==> src/rtl/mips_mc_pkg.sv <==
// Shared encodings for the multicycle MIPS controller: FSM states, opcode and
// funct values, ALU control codes and datapath mux select codes.
// No logic or latency; constants only, so backpressure does not apply.
package mips_mc_pkg;

  // Encodings are visible on the State debug port, so they are pinned explicitly.
  typedef enum logic [3:0] {
    S_FETCH  = 4'd0,
    S_DECODE = 4'd1,
    S_MEMADR = 4'd2,
    S_MEMRD  = 4'd3,
    S_MEMWB  = 4'd4,
    S_MEMWR  = 4'd5,
    S_EXEC   = 4'd6,
    S_RWB    = 4'd7,
    S_BRANCH = 4'd8,
    S_JUMP   = 4'd9,
    S_ADDIEX = 4'd10,
    S_ADDIWB = 4'd11
  } state_e;

  // What the ALU is being used for in the current state.
  typedef enum logic [1:0] {
    ACLS_NONE,
    ACLS_ADD,
    ACLS_SUB,
    ACLS_FUNCT
  } alu_cls_e;

  localparam logic [5:0] OP_RTYPE = 6'b000000;
  localparam logic [5:0] OP_LW    = 6'b100011;
  localparam logic [5:0] OP_SW    = 6'b101011;
  localparam logic [5:0] OP_BEQ   = 6'b000100;
  localparam logic [5:0] OP_ADDI  = 6'b001000;
  localparam logic [5:0] OP_J     = 6'b000010;

  localparam logic [5:0] FN_ADD = 6'b100000;
  localparam logic [5:0] FN_SUB = 6'b100010;
  localparam logic [5:0] FN_AND = 6'b100100;
  localparam logic [5:0] FN_OR  = 6'b100101;
  localparam logic [5:0] FN_SLT = 6'b101010;

  localparam logic [3:0] ALU_AND = 4'b0000;
  localparam logic [3:0] ALU_OR  = 4'b0001;
  localparam logic [3:0] ALU_ADD = 4'b0010;
  localparam logic [3:0] ALU_SUB = 4'b0110;
  localparam logic [3:0] ALU_SLT = 4'b0111;

  localparam logic [1:0] SRCB_B   = 2'b00;
  localparam logic [1:0] SRCB_4   = 2'b01;
  localparam logic [1:0] SRCB_IMM = 2'b10;
  localparam logic [1:0] SRCB_BR  = 2'b11;

  localparam logic [1:0] PCSRC_ALU = 2'b00;
  localparam logic [1:0] PCSRC_OUT = 2'b01;
  localparam logic [1:0] PCSRC_JMP = 2'b10;

endpackage

==> src/rtl/mc_alu_decoder.sv <==
// ALU control decode: maps the state's ALU usage class plus Funct to ALUCtr.
// Purely combinational, zero latency; no handshake, so no backpressure.
// Ports: cls_i (ALU usage class), funct_i (Instr[5:0]) -> alu_ctr_o, funct_bad_o.
module mc_alu_decoder
  import mips_mc_pkg::*;
(
  input  alu_cls_e   cls_i,
  input  logic [5:0] funct_i,
  output logic [3:0] alu_ctr_o,
  output logic       funct_bad_o
);

  logic [3:0] funct_alu;

  // funct_bad_o is valid whatever the class, so DECODE can use it directly.
  always_comb begin
    funct_alu   = ALU_ADD;
    funct_bad_o = 1'b0;
    case (funct_i)
      FN_ADD:  funct_alu = ALU_ADD;
      FN_SUB:  funct_alu = ALU_SUB;
      FN_AND:  funct_alu = ALU_AND;
      FN_OR:   funct_alu = ALU_OR;
      FN_SLT:  funct_alu = ALU_SLT;
      default: funct_bad_o = 1'b1;
    endcase
  end

  // States that do not use the ALU drive all-zero (the AND code).
  always_comb begin
    alu_ctr_o = ALU_AND;
    case (cls_i)
      ACLS_NONE:  alu_ctr_o = ALU_AND;
      ACLS_ADD:   alu_ctr_o = ALU_ADD;
      ACLS_SUB:   alu_ctr_o = ALU_SUB;
      ACLS_FUNCT: alu_ctr_o = funct_alu;
    endcase
  end

endmodule

==> src/rtl/mips_multicycle_ctrl.sv <==
// Moore FSM sequencing the multicycle MIPS datapath (PC/IR/A/B/ALUOut/MDR).
// Latency: lw 5, sw/R/addi 4, beq/j 3 cycles, +1 per cycle of MemRdy=0.
// Backpressure: FETCH, MEMRD and MEMWR hold with requests asserted until MemRdy.
// Ports: Clk, Reset (async, active-low); Op/Funct from IR, Zero from ALU,
// MemRdy from memory; mux selects, write enables, Illegal pulse, State debug.
module mips_multicycle_ctrl
  import mips_mc_pkg::*;
#(
  parameter int STATE_W = 4
) (
  input  logic               Clk,
  input  logic               Reset,
  input  logic [5:0]         Op,
  input  logic [5:0]         Funct,
  input  logic               Zero,
  input  logic               MemRdy,
  output logic               PCWr,
  output logic               IorD,
  output logic               MemRd,
  output logic               MemWr,
  output logic               IRWr,
  output logic               RegDst,
  output logic               Mem2Reg,
  output logic               RegWr,
  output logic               ALUSrcA,
  output logic [1:0]         ALUSrcB,
  output logic [3:0]         ALUCtr,
  output logic [1:0]         PCSrc,
  output logic               Illegal,
  output logic [STATE_W-1:0] State
);

  state_e   state_q, state_d;
  logic     illegal_q, illegal_d;
  alu_cls_e alu_cls;
  logic     funct_bad;
  logic     pcwr_c, irwr_c, memrd_c, memwr_c, regwr_c;

  mc_alu_decoder u_alu_dec (
    .cls_i       (alu_cls),
    .funct_i     (Funct),
    .alu_ctr_o   (ALUCtr),
    .funct_bad_o (funct_bad)
  );

  always_comb begin
    state_d   = state_q;
    illegal_d = 1'b0;
    case (state_q)
      S_FETCH:  if (MemRdy) state_d = S_DECODE;
      S_DECODE: begin
        case (Op)
          OP_LW, OP_SW: state_d = S_MEMADR;
          OP_BEQ:       state_d = S_BRANCH;
          OP_J:         state_d = S_JUMP;
          OP_ADDI:      state_d = S_ADDIEX;
          OP_RTYPE: begin
            if (funct_bad) begin
              state_d   = S_FETCH;
              illegal_d = 1'b1;
            end else begin
              state_d = S_EXEC;
            end
          end
          default: begin
            state_d   = S_FETCH;
            illegal_d = 1'b1;
          end
        endcase
      end
      S_MEMADR: state_d = (Op == OP_SW) ? S_MEMWR : S_MEMRD;
      S_MEMRD:  if (MemRdy) state_d = S_MEMWB;
      S_MEMWR:  if (MemRdy) state_d = S_FETCH;
      S_EXEC:   state_d = S_RWB;
      S_ADDIEX: state_d = S_ADDIWB;
      default:  state_d = S_FETCH;  // write-backs, BRANCH, JUMP, unused codes
    endcase
  end

  always_ff @(posedge Clk or negedge Reset) begin
    if (!Reset) begin
      state_q   <= S_FETCH;
      illegal_q <= 1'b0;
    end else begin
      state_q   <= state_d;
      illegal_q <= illegal_d;
    end
  end

  // Outputs decode the registered state only, except the MemRdy gating in
  // FETCH and Zero in BRANCH.
  always_comb begin
    pcwr_c  = 1'b0;
    irwr_c  = 1'b0;
    memrd_c = 1'b0;
    memwr_c = 1'b0;
    regwr_c = 1'b0;
    IorD    = 1'b0;
    RegDst  = 1'b0;
    Mem2Reg = 1'b0;
    ALUSrcA = 1'b0;
    ALUSrcB = SRCB_B;
    PCSrc   = PCSRC_ALU;
    alu_cls = ACLS_NONE;
    case (state_q)
      S_FETCH: begin
        memrd_c = 1'b1;
        ALUSrcB = SRCB_4;
        alu_cls = ACLS_ADD;
        PCSrc   = PCSRC_ALU;
        // PC and IR only advance once the instruction word is actually back.
        irwr_c  = MemRdy;
        pcwr_c  = MemRdy;
      end
      S_DECODE: begin
        ALUSrcB = SRCB_BR;
        alu_cls = ACLS_ADD;
      end
      S_MEMADR, S_ADDIEX: begin
        ALUSrcA = 1'b1;
        ALUSrcB = SRCB_IMM;
        alu_cls = ACLS_ADD;
      end
      S_MEMRD: begin
        IorD    = 1'b1;
        memrd_c = 1'b1;
      end
      S_MEMWB: begin
        Mem2Reg = 1'b1;
        regwr_c = 1'b1;
      end
      S_MEMWR: begin
        IorD    = 1'b1;
        memwr_c = 1'b1;
      end
      S_EXEC: begin
        ALUSrcA = 1'b1;
        alu_cls = ACLS_FUNCT;
      end
      S_RWB: begin
        RegDst  = 1'b1;
        regwr_c = 1'b1;
      end
      S_BRANCH: begin
        ALUSrcA = 1'b1;
        alu_cls = ACLS_SUB;
        PCSrc   = PCSRC_OUT;
        pcwr_c  = Zero;
      end
      S_JUMP: begin
        PCSrc  = PCSRC_JMP;
        pcwr_c = 1'b1;
      end
      S_ADDIWB: regwr_c = 1'b1;
      default: ;
    endcase
  end

  // Enables are masked by Reset so an abandoned access cannot complete.
  assign PCWr    = Reset & pcwr_c;
  assign IRWr    = Reset & irwr_c;
  assign MemRd   = Reset & memrd_c;
  assign MemWr   = Reset & memwr_c;
  assign RegWr   = Reset & regwr_c;
  assign Illegal = illegal_q;
  assign State   = STATE_W'(state_q);

endmodule

==> config.mk <==
export PLATFORM = sky130hd
export DESIGN_NAME = mips_multicycle_ctrl
export DESIGN_NICKNAME = d
export VERILOG_FILES = /design/src/rtl/mips_mc_pkg.sv /design/src/rtl/mc_alu_decoder.sv /design/src/rtl/mips_multicycle_ctrl.sv
export SDC_FILE = /design/constraint.sdc
export NUM_CORES = 1
export LEC_CHECK = 0
export BUFFER_PORTS_ARGS = -buffer_cell sky130_fd_sc_hd__buf_2
export CAP_MARGIN = 10
export CORE_ASPECT_RATIO = 0.9
export CORE_MARGIN = 4
export CORE_UTILIZATION = 45
export DETAILED_ROUTE_END_ITERATION = 16
export PLACE_DENSITY = 0.76
export SYNTH_ARGS = -nofsm -noshare
export SYNTH_HDL_FRONTEND = slang
export SYNTH_SLANG_ARGS = --single-unit
==> constraint.sdc <==
create_clock -name Clk -period 2.15 [get_ports Clk]
set_input_delay 0.215 -clock Clk [delete_from_list [all_inputs] [get_ports Clk]]
set_output_delay 0.215 -clock Clk [all_outputs]
set_load 0.01 [all_outputs]
## Word-level counts from Yosys, hierarchy flattened

Index checks and enable logic that the tools add are counted.

- Register bits: 5
- Input port bits: 16
- Output and inout port bits: 22
- Word-level logic and storage cells: 71

- Eq/ne operators: 27
- Reduce and logical (&&, ||, !) cells: 13
- Bitwise logic cells: 5
- Muxes and demuxes: 24

Operator list:

| operator | number |
|---|---|
| == test 6 bit (second input constant) | 7 |
| case mux 4 bit (7 select lines) | 1 |
| case mux 4 bit (5 select lines) | 1 |
| == test 4 x 3 -> 1 bit (second input constant) | 4 |
| == test 4 bit (second input constant) | 4 |
| case mux 4 bit (4 select lines) | 1 |
| two-way mux 4 bit | 3 |
| case mux 2 bit (3 select lines) | 2 |
| case mux 3 bit (4 select lines) | 1 |
| two-way mux 1 bit | 10 |
| OR reduction 5 bit | 2 |
| == test 4 x 2 -> 1 bit (second input constant) | 2 |
| OR reduction 2 bit | 4 |
| OR reduction 4 bit | 2 |
| == test 6 x 2 -> 1 bit (second input constant) | 1 |
| == test 6 x 3 -> 1 bit (second input constant) | 1 |
| == test 6 x 4 -> 1 bit (second input constant) | 1 |
| logical NOT 6 bit | 1 |
| two-way mux 3 bit | 2 |
| != test 2 bit (second input constant) | 3 |
| AND 1 bit | 5 |
| == test 2 bit (second input constant) | 2 |
| == test 4 x 1 -> 1 bit (second input constant) | 1 |
| logical NOT 4 bit | 1 |
| 7 further kinds | 7 |

## Longest topological paths before layout

- Word-level depth: 5
- Depth in mapped cells: 5
- Mapped depth without buffers: 4

## Hierarchy

From an unflattened synthesis, not the netlist that was laid out.

- Cells, all modules: 103
- Area total of the unflattened synthesis: 728.2 µm²

By module, submodules not included:

| module | sequential area each (µm²) | instances | area an instance (µm²) | cells an instance |
|---|---|---|---|---|
| mips_multicycle_ctrl | 125.1 | 1 | 613.1 | 88 |
| mc_alu_decoder | 0.0 | 1 | 115.1 | 15 |

## Worst setup path after synthesis

Ideal clock, no wire load.

- Kind: register to register
- Start: register state_q[3], in the netlist State[3]
- End: register state_q[3], in the netlist State[3]
- Period minus slack after synthesis: 1.454 ns
- Buffers on the path: 1
- Cell stages (with the launch flop): 6
- Data arrival time: 1.377 ns
- Setup slack: 0.696 ns
- Data required time: 2.073 ns
- Setup time: 0.077 ns
- Cells stage by stage: dfrtp_1 -> buf_6 -> bufinv_8 -> nand2_2 -> or4b_1 -> a21oi_1

- Word-level cells in the longest chain between the ends: 3
- Elaborated cells on any way between the ends: 12
- Those cells by class: 9 x eq/ne; 1 x mux; 2 x reduce/logical

Ends and longest elaborated chain:

| what | RTL line | RTL |
|---|---|---|
| start, declared | mips_multicycle_ctrl.sv:33 | `state_e state_q, state_d;` |
| start signal, assigned | mips_multicycle_ctrl.sv:85 | `state_q <= state_d;` |
| == test 4 x 2 -> 1 bit, or another cell as far along | mips_multicycle_ctrl.sv:49 | `case (state_q)` |
| != test 2 bit (no line) | -- |  |
| AND reduction 3 bit (no line) | -- |  |

Several ways; a longest one is shown, not always the timed one.
A chain may end at the register's enable or synchronous reset.

## Final worst setup path

- Start: register state_q[2], in the netlist State[2]
- End: output port ALUCtr[2]

- Word-level cells in the longest chain between the ends: 5
- Elaborated cells on any way between the ends: 13
- Those cells by class: 8 x eq/ne; 2 x mux; 3 x reduce/logical

Ends and longest elaborated chain:

| what | RTL line | RTL |
|---|---|---|
| == test 4 x 2 -> 1 bit, or another cell as far along | mips_multicycle_ctrl.sv:105 | `case (state_q)` |
| OR reduction 4 bit (no line) | -- |  |
| case mux 2 bit (3 select lines) (*) | mips_multicycle_ctrl.sv:105 |  |
| == test 2 bit, or another cell as far along | mc_alu_decoder.sv:32 | `case (cls_i)` |
| case mux 4 bit (4 select lines) (*) | mc_alu_decoder.sv:32 |  |
| end, declared | mips_multicycle_ctrl.sv:27 | `output logic [3:0] ALUCtr,` |

Every way passes the cells marked *; elsewhere a longest branch is shown, timed or not. The select of a mux whose other input is x is not followed.

==> metrics.txt <==
outcome=completed; largest family of logic cells by synthesized area=simple AND/OR/NAND/NOR gates; CP Max Fanout=16; Hold Crit Class=in -> reg; initial antenna violation count=0; Antenna Nets Post-Route=0; Synthesized Nets=124; peak supply drop=0.236 mV; Die Ht=46.6 µm; Clock Power Share=between 30 and 40%; CTS tree=yes; Post-DP HPWL=1570 µm; Top Ports=38; yosys warns=0; ant diodes=0; Final #Nets=158; Tot GR Track Use=17.6%; Residual DRC=0; switching share of power=33.1%; DR iter-0 viols=36; largest net degree at the start of global routing=17; CTS Buffer Depth=2; Pwr Density=about 360 nW/µm²; number of global-route vias before repair=roughly 800; max-cap violations=0; first-pass GRT wire length=3260 µm; combinational share of power=a little over a third; final hold violations=0; Max Clock Freq=approximately 0.53 GHz; routed vias=between 900 and 1000; synthesized area=around 750 µm²; post-synthesis compound-gate area fraction=26.5%; Async S/R FF share, synth=100%; Leak=approximately 0.47 nW; RSZ-0062 raised after global routing=no; switching power total=about 110 µW; Worst setup SP type=flip-flop; R2R setup slack=0.49 ns; clk_skew=0.000266 ns; Synth Area in XOR/XNOR=3.52%; PortBufs=36; Avg WL per Cell=12.2 µm; WP data required=1.93 ns; Worst-Skew Late Latency=about 0.23 ns; mux contribution to synthesized area=around 1.3%; post-synthesis sequential area ratio=about 17%; WS Path Type=reg -> out; Final min period=1.89 ns; Die W=~51 µm; Avg Cell Area, Syn=6.90 µm²; total negative slack=0 ns; Starting Density=about half; H-tree levels=1; row count=13; Final setup viols=0; Core Area=1500 µm²; total congestion overflow=0; drt first pass iters=4; clock sink count=5; EDFF count, synth=0; gpl congestion=0.885; share of layout cells above drive strength 1=32.6%; Overall Power=336 µW; Tcrit/Tclk final=between 80% and 90%; Root Buffer=clkbuf_4; die area=2370 µm²; Routed WL=approximately 2000 µm; synthesized instance count=108; Seq pwr share=33.1%; Num CTS Buffers=3; Synth Area in Adders=0%; vias per cell=5.82; Cell variety after synth=43; Post-Synth Simple-Gate Area=38.8%; clk slew on worst S/H paths=0.04 ns; flop and latch count out of synthesis=5; crit end category=primary output; internal cell power=225 µW; area grow syn2layout=26.3%; Synth Flop Type=dfrtp_1; Slew Limit Fails=0; CP Data Arrival Time=roughly 1.7 ns
## what timing repair did
action                                 in CTS  in global routing
setup endpoints to repair                   0                  1
hold buffers                                1                  0
resized for setup                           0                  1
endpoints found under the hold margin       5                  0
setup buffers                               0                  0
## stage by stage
stage	setup slack, ns	hold slack, ns	area, µm²	instances	util, %
2_1_floorplan	0.696	-0.0806	746	108	-
6_report	0.256	0.329	942	163	63.0
4_1_cts	0.163	0.321	940	163	62.8
3_5_place_dp	0.413	0.0535	903	158	60.4
3_3_place_gp	0.480	0.0501	903	158	60.4
5_1_grt	0.150	0.344	942	163	63.0
## cell usage after synthesis, drive strengths merged (2+ instances only)
cell type | instances | area (µm²)
nor2 | 12 | 45.0
o21ai | 11 | 55.1
nand2 | 10 | 40.0
a21oi | 8 | 40.0
buf | 8 | 53.8
nor3 | 6 | 30.0
dfrtp | 5 | 125
inv | 5 | 18.8
and3 | 4 | 25.0
nand2b | 4 | 25.0
nor4b | 3 | 26.3
a221o | 2 | 20.0
nand4b | 2 | 17.5
nor2b | 2 | 12.5
nor3b | 2 | 15.0
xnor2 | 2 | 17.5
## area by class of cell
type                       count  area, µm²
clock buffer                   4       26.3
sequential                     5        125
timing repair buffer          38        198
multi-input combinational     88        529
tap                           22       27.5
inverter                       6       36.3
fill                         156        554
## power groups by stage
stage          Clock [mW]  Sequential (mW)  Combinational, mW
4_1_cts             0.107            0.111              0.121
5_1_grt             0.116            0.113              0.134
6_report            0.103            0.111              0.122
3_5_place_dp            0            0.112              0.119
3_3_place_gp            0            0.111              0.118
2_1_floorplan           0            0.108             0.0813
## layout by cell type, fill, tap and decap left out, types with 2 or more instances in the layout
master,count
buf_2,36
nor2_1,12
nand2_1,9
a21oi_1,8
o21ai_0,7
nor3_1,6
dfrtp_1,5
nand2b_1,4
and3_1,4
o21ai_1,4
inv_1,3
nor4b_1,3
clkbuf_4,3
nand4b_1,2
inv_2,2
nor3b_1,2
xnor2_1,2
a221o_1,2
## per-layer routing
layer	GRT usage (%)	wire (µm)	part of all wire [%]
met1	22.5	856	43
met5	0	0	0
met4	5.91	4	0.20
met3	2.59	212	11
met2	30.6	920	46
## critical path: stages (launching register included)
cell	delay, ns
dfrtp_1	0.63
nor2b_1	0.29
nand4b_1	0.18
inv_2	0.09
a31o_1	0.13
buf_2	0.12
## state kept, by name (all words and copies together), names as in the netlist
name / count
State: 4
Illegal: 1
## cells by family after synthesis
group,Yosys count
compound gates,31
xor+xnor,3
buf+inv,15
flops,5
mux,1
other cells,1
simple gates,52
## worst paths after layout
| path | startpoint | cells after the start | to |
|---|---|---|---|
| max | State[2] | 5 | ALUCtr[2] |
| min | Op[4] | 3 | State[3] |
| max reg2reg | State[0] | 4 | State[3] |
| min reg2reg | State[1] | 2 | State[2] |
| max in group asynchronous | Reset | 2 | State[1] |
| min in group asynchronous | Reset | 2 | Illegal |
(Power assumes the default switching activity.)
